### config.mk
export PLATFORM = sky130hd
export DESIGN_NAME = pool_stream_ctrl
export DESIGN_NICKNAME = d
export VERILOG_FILES = /design/src/rtl/pool_pkg.sv /design/src/rtl/pool_line_buf.sv /design/src/rtl/pool_stream_ctrl.sv
export SDC_FILE = /design/constraint.sdc
export NUM_CORES = 1
export LEC_CHECK = 0
export ABC_AREA = 1
export CORE_AREA = 5 5 145 147
export CTS_CLUSTER_SIZE = 25
export DETAILED_ROUTE_END_ITERATION = 8
export DIE_AREA = 0 0 150 152
export PLACE_DENSITY = 0.44
export SLEW_MARGIN = 0
export SYNTH_ARGS = -nofsm -noshare
export SYNTH_HDL_FRONTEND = slang
export SYNTH_SLANG_ARGS = --single-unit
export TNS_END_PERCENT = 5
### constraint.sdc
create_clock -name clk -period 9.99 [get_ports clk]
set_input_delay 2.4975 -clock clk [delete_from_list [all_inputs] [get_ports clk]]
set_output_delay 2.4975 -clock clk [all_outputs]
set_load 0.01 [all_outputs]
### src/rtl/pool_pkg.sv
// Shared types and helpers for the 2x2 stride-2 max-pooling stream engine.
package pool_pkg;

    localparam int POOL_DATA_W = 8;

    typedef enum logic [1:0] {
        IDLE  = 2'd0,
        RUN   = 2'd1,
        DRAIN = 2'd2,
        DONE  = 2'd3
    } pool_state_e;

    // Counter width for a 0..n-1 range; never narrower than one bit.
    function automatic int cnt_w(input int n);
        return (n <= 2) ? 1 : $clog2(n);
    endfunction

    // Callers sign-extend narrower pixels into the 32-bit operands.
    function automatic logic signed [31:0] smax(input logic signed [31:0] a,
                                                input logic signed [31:0] b);
        return (a > b) ? a : b;
    endfunction

endpackage

### src/rtl/pool_line_buf.sv
// Half-width line buffer: holds the horizontal max of each pair from the even row.
module pool_line_buf #(
    parameter int DEPTH  = 12,
    parameter int DATA_W = 8,
    parameter int AW     = 4
) (
    input  logic              clk,
    input  logic              we,
    input  logic [AW-1:0]     waddr,
    input  logic [DATA_W-1:0] wdata,
    input  logic [AW-1:0]     raddr,
    output logic [DATA_W-1:0] rdata
);

    // No reset: every entry is rewritten on an even row before the odd row reads it.
    logic [DEPTH-1:0][DATA_W-1:0] mem;

    always_ff @(posedge clk) begin
        if (we) mem[waddr] <= wdata;
    end

    assign rdata = mem[raddr];

endmodule

### src/rtl/pool_stream_ctrl.sv
// Streaming 2x2 stride-2 max-pool engine, channel-major raster input, valid/ready both sides.
// Optional build macro POOL_RELU_EN clamps negative pooled results to zero.
module pool_stream_ctrl
    import pool_pkg::*;
#(
    parameter int DATA_W   = POOL_DATA_W,
    parameter int IMG_W    = 24,
    parameter int IMG_H    = 24,
    parameter int CHANNELS = 6
) (
    input  logic                     clk,
    input  logic                     rst_n,
    input  logic                     start,
    input  logic                     in_valid,
    input  logic signed [DATA_W-1:0] in_data,
    output logic                     in_ready,
    output logic                     out_valid,
    output logic signed [DATA_W-1:0] out_data,
    input  logic                     out_ready,
    output logic                     busy,
    output logic                     pool_done
);

    localparam int CW = cnt_w(IMG_W);
    localparam int RW = cnt_w(IMG_H);
    localparam int HW = cnt_w(CHANNELS);
    localparam int LD = IMG_W / 2;
    localparam int LW = cnt_w(LD);

    if ((IMG_W % 2) != 0 || IMG_W < 2) begin : g_bad_img_w
        $error("pool_stream_ctrl: IMG_W must be even and >= 2");
    end
    if ((IMG_H % 2) != 0 || IMG_H < 2) begin : g_bad_img_h
        $error("pool_stream_ctrl: IMG_H must be even and >= 2");
    end

    pool_state_e state, state_nxt;

    logic [CW-1:0] col;
    logic [RW-1:0] row;
    logic [HW-1:0] ch;
    logic          col_last, row_last, ch_last, xfer;

    logic signed [DATA_W-1:0] p_reg, m_val, y_val, y_out, lb_rd;
    logic [LW-1:0]            lb_idx;
    logic                     lb_we, out_load;

    assign col_last = (col == CW'(IMG_W - 1));
    assign row_last = (row == RW'(IMG_H - 1));
    assign ch_last  = (ch  == HW'(CHANNELS - 1));

    // A full output register that is not draining this cycle blocks input.
    assign in_ready = (state == RUN) && !(out_valid && !out_ready);
    assign xfer     = in_valid && in_ready;

    always_ff @(posedge clk) begin
        if (!rst_n) state <= IDLE;
        else        state <= state_nxt;
    end

    always_comb begin
        state_nxt = state;
        busy      = 1'b0;
        pool_done = 1'b0;
        case (state)
            IDLE:  if (start) state_nxt = RUN;
            RUN: begin
                busy = 1'b1;
                if (xfer && col_last && row_last && ch_last) state_nxt = DRAIN;
            end
            DRAIN: begin
                busy = 1'b1;
                if (!out_valid || out_ready) state_nxt = DONE;
            end
            DONE: begin
                pool_done = 1'b1;
                state_nxt = IDLE;
            end
            default: state_nxt = IDLE;
        endcase
    end

    always_ff @(posedge clk) begin
        if (!rst_n || (state == IDLE && start)) begin
            col <= '0;
            row <= '0;
            ch  <= '0;
        end else if (xfer) begin
            if (col_last) begin
                col <= '0;
                if (row_last) begin
                    row <= '0;
                    ch  <= ch_last ? '0 : ch + 1'b1;
                end else begin
                    row <= row + 1'b1;
                end
            end else begin
                col <= col + 1'b1;
            end
        end
    end

    always_ff @(posedge clk) begin
        if (!rst_n)                p_reg <= '0;
        else if (xfer && !col[0])  p_reg <= in_data;
    end

    assign lb_idx   = LW'(col >> 1);
    assign m_val    = DATA_W'(smax(32'(p_reg), 32'(in_data)));
    assign y_val    = DATA_W'(smax(32'(m_val), 32'(lb_rd)));
    assign lb_we    = xfer && col[0] && !row[0];
    assign out_load = xfer && col[0] && row[0];

`ifdef POOL_RELU_EN
    assign y_out = y_val[DATA_W-1] ? '0 : y_val;
`else
    assign y_out = y_val;
`endif

    pool_line_buf #(
        .DEPTH  (LD),
        .DATA_W (DATA_W),
        .AW     (LW)
    ) u_line_buf (
        .clk   (clk),
        .we    (lb_we),
        .waddr (lb_idx),
        .wdata (m_val),
        .raddr (lb_idx),
        .rdata (lb_rd)
    );

    // A reload in the same cycle as an accept keeps out_valid high with new data.
    always_ff @(posedge clk) begin
        if (!rst_n) begin
            out_valid <= 1'b0;
            out_data  <= '0;
        end else if (out_load) begin
            out_valid <= 1'b1;
            out_data  <= y_out;
        end else if (out_ready) begin
            out_valid <= 1'b0;
        end
    end

endmodule
==> results.txt <==
----------------------------------------------------
[Floorplan]
  Die Height ... 152 um
  Initial core utilization ... 29.0%
  Std cell rows ... 52
  Boundary Pins ... 25
  Width of the die ... 150 um
  Core area ... 0.0198 mm^2
  Overall die area ... 0.0228 mm^2

[Min path]
  Path type of the worst min-delay path ... flip-flop to flip-flop

[Critical path]
  Critical path arrival ... 3820 ps
  Required time of the worst setup path ... 7490 ps
  Critical Path Start Type ... primary input
  Kind of critical path ... primary input to output pin
  Worst Setup End Kind ... output pin
  CP Max Fanout ... 4

[Timing]
  Tmin final ... 6320 ps
  Relative slew margins ... 38.8%
  Clock skew after layout ... 6.02 ps
  Final count of hold timing violations ... 0
  Total of endpoints with negative setup slack in the final report ... 0
  Final period utilization ... 63.3%
  WHS ... 478 ps
  Final slew viol count ... 0
  Total negative setup slack ... 0 ps
  RSZ-0062 raised after global routing ... false
  Slew at the pin closest to its max-slew limit ... 917 ps
  Max Fclk ... 158 MHz

[Logic synthesis]
  Post-synthesis register bit count ... 128
  Part of the Yosys area used for sequential elements ... 61.4%
  Count of distinct cell types in the synthesized netlist ... 34
  Yosys warning total ... 0
  Post-synthesis compound-gate area fraction ... 10.8%
  Number of synthesized flops with an enable pin ... 96
  Post-synthesis cell area ... 0.00574 mm^2
  Share of synthesized cell area in full adder, half adder and majority cells ... 5.01%
  Cell type contributing the most total cell area after synthesis ... edfxtp_1
  Simple-Gate Fraction of Synth Area ... 17.0%
  Xor/xnor share of the synthesized area ... 0.153%
  Commonest cells in the netlist ... nand2_1, edfxtp_1, inv_1
  Count leader, synth ... nand2_1
  Number of cells produced by synthesis ... 543
  Combinational family with the most area after synthesis ... simple AND/OR/NAND/NOR gates
  Async set-reset flop share out of synthesis ... 0%
  Biggest area contributors in the synthesized netlist ... edfxtp_1, dfxtp_1, nand2_1, a22oi_1, ha_1
  Share of the synthesized area in the top cell type ... 50.2%
  Synthesized net count ... 579
  Mux contribution to synthesized area ... 0%
  Mean instance size in the synthesized netlist ... 10.6 um^2
  Top flip-flop cell by instance count after synthesis ... edfxtp_1

[Clock tree]
  Clock tree from TritonCTS ... built
  Cts hold-fix bufs ... 0
  Maximum root-to-sink buffer count ... 2
  Resize count post-CTS ... 0
  Clock tree root buffer cell ... clkbuf_16
  Clock network latency to the later pin of the worst-skew pair ... 410 ps
  Clock buffer count from CTS ... 17
  Post-CTS Setup Bufs ... 0
  H-tree levels ... 4
  Clock-pin slew of the registers on the worst-case setup and hold paths ... 50 ps
  Sink count of the clock tree ... 128

[Route]
  Antenna-violating nets left ... 0
  Vias/cell ... 4.64
  Sum of routed wire length over all layers ... 14400 um
  Length of routed met2 wiring ... 7020 um
  Top layer used by detailed routing ... met4
  Met1 WL ... 6690 um
  Met3 wirelength from detailed routing ... 469 um
  Wire length per cell ... 16.6 um
  Drt drc ... 0
  Number of search-and-repair iterations in the first detailed-routing pass ... 4
  Total number of vias ... 4017
  DRC marker count from the first detailed-route iteration ... 280

[Cells and area]
  Layout area overhead ... 20.9%
  Diode insertion count for antenna repair ... 0
  Net count of the finished layout ... 619
  Max FFs per register ... 96
  Final standard cell area without fillers ... 0.00694 mm^2
  Number of inserted filler cells in the final layout ... 2015
  Layout cell share with drive strength beyond 1 ... 8.56%

[Power]
  Total power of the final layout ... 1.69 mW
  Cell Pwr Density ... 243 mW/mm^2
  Leakage ... 2.63 nW
  IR drop worst, VDD ... 106 uV

[Global route]
  Vias in the first global route ... 4085
  Pin count of the biggest net entering global routing ... 26
  First-pass GRT wire length ... 22800 um
  Number of antenna violations at the first check in global routing ... 0
  Combined global-route utilization of all metal layers ... 13.2%
  Remaining global-route overflow ... 0

[Flow run]
  Number of maximum-capacitance violations ... 0

[Placed design]
  Half-perimeter wire length of the detailed placement result ... 9840 um
  Final RePlAce weighted congestion ... 0.837
  Count of input and output buffers ... 24
  Area of placed instances ... 0.00632 mm^2

[Outcome]
  Outcome ... complete, no violations

----------------------------------------------------
-- placed cells by master (no fill, tap or decap), types with 8 or more instances in the layout --
master           Yosys  final
o21ai_0             14     14
dfxtp_1             32     32
nand3_1             27     27
edfxtp_1            96     96
clkdlybuf4s50_1      0     24
a22oi_1             48     48
inv_1               66     66
clkbuf_16            0     17
nor3_1              12     12
buf_4                0      8
a21oi_1             21     21
and2_1               9      9
ha_1                23     23
nand4_1             10     10
nor2_1              41     41
nand2_1            103    103
-- critical path, cell delays in order --
cell,delay [ps]
clkdlybuf4s50_1,460
inv_1,40
nand2_1,130
and2_1,160
clkdlybuf4s50_1,540
-- area by class of cell --
type	instances	area, um^2	area share (%)
Multi-Input combinational cell	333	1900	27.3
Timing Repair Buffer	32	300	4.33
Clock inverter	13	183	2.63
Clock buffer	19	433	6.24
Tap cell	270	338	4.87
Inverter	71	267	3.84
Sequential cell	128	3520	50.8
-- cells by family (layout without fill, tap and decap cells) --
family / count (synthesis) / in the layout
flip-flops: 128 / 128
XOR/XNOR: 1 / 1
adder cells (fa/ha/maj): 23 / 23
buffers and inverters: 82 / 135
AO/OA/AOI/OAI: 95 / 95
AND/OR/NAND/NOR: 214 / 214
-- through the flow --
step	worst slack, ps	utilization, %	cells
4_1_cts	3660	35.1	866
5_1_grt	3470	35.1	866
3_5_place_dp	3490	32.0	834
2_1_floorplan	4660	-	543
3_3_place_gp	3530	32.0	834
6_report	3670	35.1	866
-- power by group --
part	leakage (nW)	total (mW)	switching, mW	internal, mW
registers	1.13	0.663	0.0102	0.652
logic	1.21	0.381	0.267	0.114
clock network	0.294	0.647	0.228	0.418
total	2.63	1.69	0.505	1.18
-- routing by layer --
metal	GRT usage (%)	vias up
li1	-	1984
met1	17.6	1958
met2	21.4	55
met3	2.92	20
met4	4.36	0
met5	0	-
-- path summary, 6_finish.rpt --
kind         startpoint           to  slack, ps  depth (start not counted)
max reg2reg    p_reg[5]  out_data[2]       6260                         20
min reg2reg    p_reg[1]     p_reg[1]        480                          2
min            p_reg[1]     p_reg[1]        480                          2
max           out_ready     in_ready       3670                          5
Power figures use the tool's default switching activity.
